## src/rtl/uc_mult_pkg.sv

```systemverilog
// Shared state encoding and Moore output decode for the shift-add multiplier controller.
// The bench imports this package for the state names.
package uc_mult_pkg;

  typedef enum logic [2:0] {
    S_IDLE  = 3'd0,
    S_INIT  = 3'd1,
    S_TEST  = 3'd2,
    S_ADD   = 3'd3,
    S_SHIFT = 3'd4,
    S_DONE  = 3'd5
  } state_t;

  typedef struct packed {
    logic loadp;
    logic selp;
    logic loada;
    logic sela;
    logic loadb;
    logic selb;
    logic loadn;
    logic seln;
    logic busy;
    logic done;
  } ctrl_t;

  // Outputs depend on state only; a SELx is never raised without its LOADx.
  function automatic ctrl_t ctrl_decode(input state_t s);
    ctrl_t c;
    c = '0;
    case (s)
      S_INIT: begin
        c.loadp = 1'b1;
        c.loada = 1'b1;
        c.loadb = 1'b1;
        c.loadn = 1'b1;
        c.busy  = 1'b1;
      end
      S_TEST: c.busy = 1'b1;
      S_ADD: begin
        c.loadp = 1'b1;
        c.selp  = 1'b1;
        c.busy  = 1'b1;
      end
      S_SHIFT: begin
        c.loada = 1'b1;
        c.sela  = 1'b1;
        c.loadb = 1'b1;
        c.selb  = 1'b1;
        c.loadn = 1'b1;
        c.seln  = 1'b1;
        c.busy  = 1'b1;
      end
      S_DONE: begin
        c.busy = 1'b1;
        c.done = 1'b1;
      end
      default: c = '0;
    endcase
    return c;
  endfunction

endpackage

```

## src/rtl/uc_mult.sv

```systemverilog
// Moore control unit for a shift-add multiplier datapath.
// Define UC_MULT_EARLY_EXIT_EN to also finish once the multiplier register reaches zero.
module uc_mult
  import uc_mult_pkg::*;
#(
  parameter int n = 8
) (
  input  logic         clk,
  input  logic         rst_n,
  input  logic         start,
  input  logic [n-1:0] REGN_out,
  input  logic [n-1:0] REGB_out,
  output logic         LOADP,
  output logic         SELP,
  output logic         LOADA,
  output logic         SELA,
  output logic         LOADB,
  output logic         SELB,
  output logic         LOADN,
  output logic         SELN,
  output logic         busy,
  output logic         done
);

`ifdef UC_MULT_EARLY_EXIT_EN
  localparam bit EARLY_EXIT = 1'b1;
`else
  localparam bit EARLY_EXIT = 1'b0;
`endif

  state_t r_state;
  state_t w_next;
  ctrl_t  w_ctrl;
  logic   w_finish;

  // With early exit, an all-zero multiplier means no further additions can occur.
  assign w_finish = (REGN_out == '0) || (EARLY_EXIT && (REGB_out == '0));

  always_ff @(posedge clk or negedge rst_n) begin
    if (!rst_n) r_state <= S_IDLE;
    else        r_state <= w_next;
  end

  always_comb begin
    w_next = r_state;
    case (r_state)
      S_IDLE:  if (start) w_next = S_INIT;
      S_INIT:  w_next = S_TEST;
      S_TEST: begin
        if (w_finish)         w_next = S_DONE;
        else if (REGB_out[0]) w_next = S_ADD;
        else                  w_next = S_SHIFT;
      end
      S_ADD:   w_next = S_SHIFT;
      S_SHIFT: w_next = S_TEST;
      S_DONE:  w_next = S_IDLE;
      default: w_next = S_IDLE;
    endcase
  end

  assign w_ctrl = ctrl_decode(r_state);

  assign LOADP = w_ctrl.loadp;
  assign SELP  = w_ctrl.selp;
  assign LOADA = w_ctrl.loada;
  assign SELA  = w_ctrl.sela;
  assign LOADB = w_ctrl.loadb;
  assign SELB  = w_ctrl.selb;
  assign LOADN = w_ctrl.loadn;
  assign SELN  = w_ctrl.seln;
  assign busy  = w_ctrl.busy;
  assign done  = w_ctrl.done;

endmodule

```

## config.mk

```make
export PLATFORM = sky130hd
export DESIGN_NAME = uc_mult
export DESIGN_NICKNAME = d
export VERILOG_FILES = /design/src/rtl/uc_mult_pkg.sv /design/src/rtl/uc_mult.sv
export SDC_FILE = /design/constraint.sdc
export NUM_CORES = 1
export LEC_CHECK = 0
export CORE_AREA = 2 2 39 41
export CTS_CLUSTER_DIAMETER = 100
export DETAILED_ROUTE_END_ITERATION = 7
export DIE_AREA = 0 0 41 43
export HOLD_SLACK_MARGIN = 0.03
export PLACE_DENSITY_LB_ADDON = 0.2
export SYNTH_ARGS = -nofsm -noshare
export SYNTH_HDL_FRONTEND = slang
export SYNTH_SLANG_ARGS = --single-unit
```

## constraint.sdc

```tcl
create_clock -name clk -period 2.7 [get_ports clk]
set_clock_uncertainty 0.2 [all_clocks]
set_input_delay 0.27 -clock clk [delete_from_list [all_inputs] [get_ports clk]]
set_output_delay 0.27 -clock clk [all_outputs]
set_load 0.03 [all_outputs]
```

==> impl_metrics.env <==
export IMPL_postCtsHoldBufs=1
export IMPL_worstSkewPairLatency_ps=230
export IMPL_synth_edff_count=0
export IMPL_period_needed_ps=2260
export IMPL_hp_class="flop to flop"
export IMPL_cp_endpoint="LOADA"
export IMPL_num_rows=14
export IMPL_grt_antenna_before_repair=0
export IMPL_synth_area_um2=238
export IMPL_largest_register="r_state"
export IMPL_crit_required_ps=2230
export IMPL_track_usage_pct=10.2
export IMPL_vias=254
export IMPL_largestRegisters="r_state: 3 flops"
export IMPL_power_density_nw_per_um2=1250
export IMPL_synth_common_cells="buf_4 (4), a21oi_1 (3), dfrtp_1 (3)"
export IMPL_async_flop_share_pct=100
export IMPL_rsz0062_at_grt="no"
export IMPL_grt_pass1_wl_um=1160
export IMPL_drt_wirelength_per_cell_um=10.1
export IMPL_synth_top_cell_area_share_pct=31.6
export IMPL_ant_nets=0
export IMPL_post_route_period_util_pct=83.7
export IMPL_ff2ff_path_depth=2
export IMPL_hpwl_um=539
export IMPL_largest_reg_flops=3
export IMPL_cts_resized=0
export IMPL_ys_seq_elements=3
export IMPL_routed_wl_um=644
export IMPL_fin_nets=68
export IMPL_yosysMostFrequentCell="buf_4"
export IMPL_path_max_fanout=8
export IMPL_ys_flop_type="dfrtp_1"
export IMPL_cts_max_path_buffers=2
export IMPL_cp_data_arrival_time_ps=1790
export IMPL_die_w_um=41
export IMPL_post_cts_buffers=0
export IMPL_syn_inst=27
export IMPL_dp_slack_ps=671
export IMPL_critPathLaunchType="flop"
export IMPL_dr_first_iter_drc_count=1
export IMPL_hold_viol=0
export IMPL_tightest_slew_ps=307
export IMPL_maxCapViolations=0
export IMPL_antenna_cells=0
export IMPL_final_setup_tns_ps=0
export IMPL_dieArea_um2=1760
export IMPL_critPathKind="flop to output pin"
export IMPL_p_leak_nw=0.179
export IMPL_drive_above_1_share_pct=12.5
export IMPL_r2r_start="r_state[1]"
export IMPL_gp_congestion=0.695
export IMPL_netlist_top_cells_area="dfrtp_1 (32%), buf_4 (13%), nor4_2 (11%)"
export IMPL_core_um2=1380
export IMPL_fin_ws_ps=440
export IMPL_critPathCaptureType="output pin"
export IMPL_synth_avg_cell_area_um2=8.80
export IMPL_drc=0
export IMPL_yosys_area_top_type="dfrtp_1"
export IMPL_synth_fp_nets=46
export IMPL_pin_count=29
export IMPL_status="complete, no violations"
export IMPL_viasPerCell=3.97
export IMPL_clkTransAtPathRegs_ps=40
export IMPL_netlist_cell_type_count=15
export IMPL_synth_seq_area_share_pct=31.6
export IMPL_grt_max_degree=11
export IMPL_synth_warnings=0
export IMPL_fmax_mhz=442
export IMPL_die_y_um=43
export IMPL_slew_headroom_pct=79.5
export IMPL_io_buffers=21
export IMPL_cts_tree="built"
export IMPL_ir_worst_vdd_v=0.000431
export IMPL_cts_buffers=3
export IMPL_h_tree_depth=1
export IMPL_grt_pass1_vias=274
export IMPL_rrSetupSlack_ps=1430
export IMPL_crit_start="r_state[0]"
export IMPL_clock_sinks=3
export IMPL_dr_pass1_iters=2
export IMPL_cts_root_buf="clkbuf_4"
export IMPL_reg2reg_to="r_state[0]"
export IMPL_area_delta_synth_final_pct=97.9
export IMPL_start_util_pct=17.2
export IMPL_setup_violations_final=0
export IMPL_final_max_slew_violation_count=0
export IMPL_grt_remaining_overflow=0
export IMPL_fillers=145
stage by stage:
stage	instance area [µm²]	hold WS, ps	std cells	utilization [%]	power, mW
global route	470	416	64	34.0	0.643
finish	470	353	64	34.0	0.590
floorplan	238	-226	27	-	0.385
global placement	434	254	59	31.4	0.510
CTS	470	361	64	34.0	0.601
detailed placement	434	262	59	31.4	0.515
layer usage:
metal  GRT usage (%)  up-vias  part of all wire, %
met2            16.3       10                   57
met4            8.00        0                    0
met3            3.14        0                  5.1
met5               0        -                    0
met1            10.1      109                   38
li1                -      135                    -
report_power, final:
| group | switching, mW | leakage (nW) | internal (mW) |
|---|---|---|---|
| combinational | 0.223 | 0.125 | 0.180 |
| clock | 0.0229 | 0.0150 | 0.0554 |
| sequential | 0.0440 | 0.0383 | 0.0652 |
critical path, cell delays in order, from the launching register on:
cell and delay [ps]:
dfrtp_1 460, xnor2_1 160, nor2_1 220, clkdlybuf4s50_1 720
layout by cell type, fill, tap and decap left out:
cell type,count
clkdlybuf4s50_1,21
a21oi_1,3
clkbuf_4,3
dfrtp_1,3
nor3_1,2
nor2_1,2
nor2b_1,2
nor4_2,2
nand2_1,2
inv_1,1
xnor2_1,1
and3_1,1
nor3b_1,1
a41o_1,1
a2111oi_2,1
clkbuf_1,1
dlygate4sd3_1,1
area by class of cell:
| class | count | area, µm² | area share [%] |
|---|---|---|---|
| Tap cell | 16 | 20.0 | 4.26 |
| Multi-Input combinational cell | 18 | 125 | 26.6 |
| Sequential cell | 3 | 75.1 | 16.0 |
| Inverter | 1 | 3.75 | 0.798 |
| Timing Repair Buffer | 22 | 220 | 46.8 |
| Clock buffer | 4 | 26.3 | 5.59 |
cells by family after synthesis:
family          Yosys count  share of synthesized area [%]
compound gates            5                           16.8
xor+xnor                  1                           3.68
buf+inv                   6                           15.8
flops                     3                           31.6
simple gates             12                           32.1
how the worst min path moves through the flow:
stage          startpoint    endpoint  slack, ps  cells past startpoint
6_report       r_state[2]  r_state[0]        350                      1
3_5_place_dp        rst_n  r_state[0]        260                      1
5_1_grt        r_state[2]  r_state[0]        420                      1
3_3_place_gp        rst_n  r_state[0]        250                      1
2_1_floorplan       rst_n  r_state[0]       -230                      0
4_1_cts        r_state[2]  r_state[0]        360                      1
(Power assumes the default switching activity.)
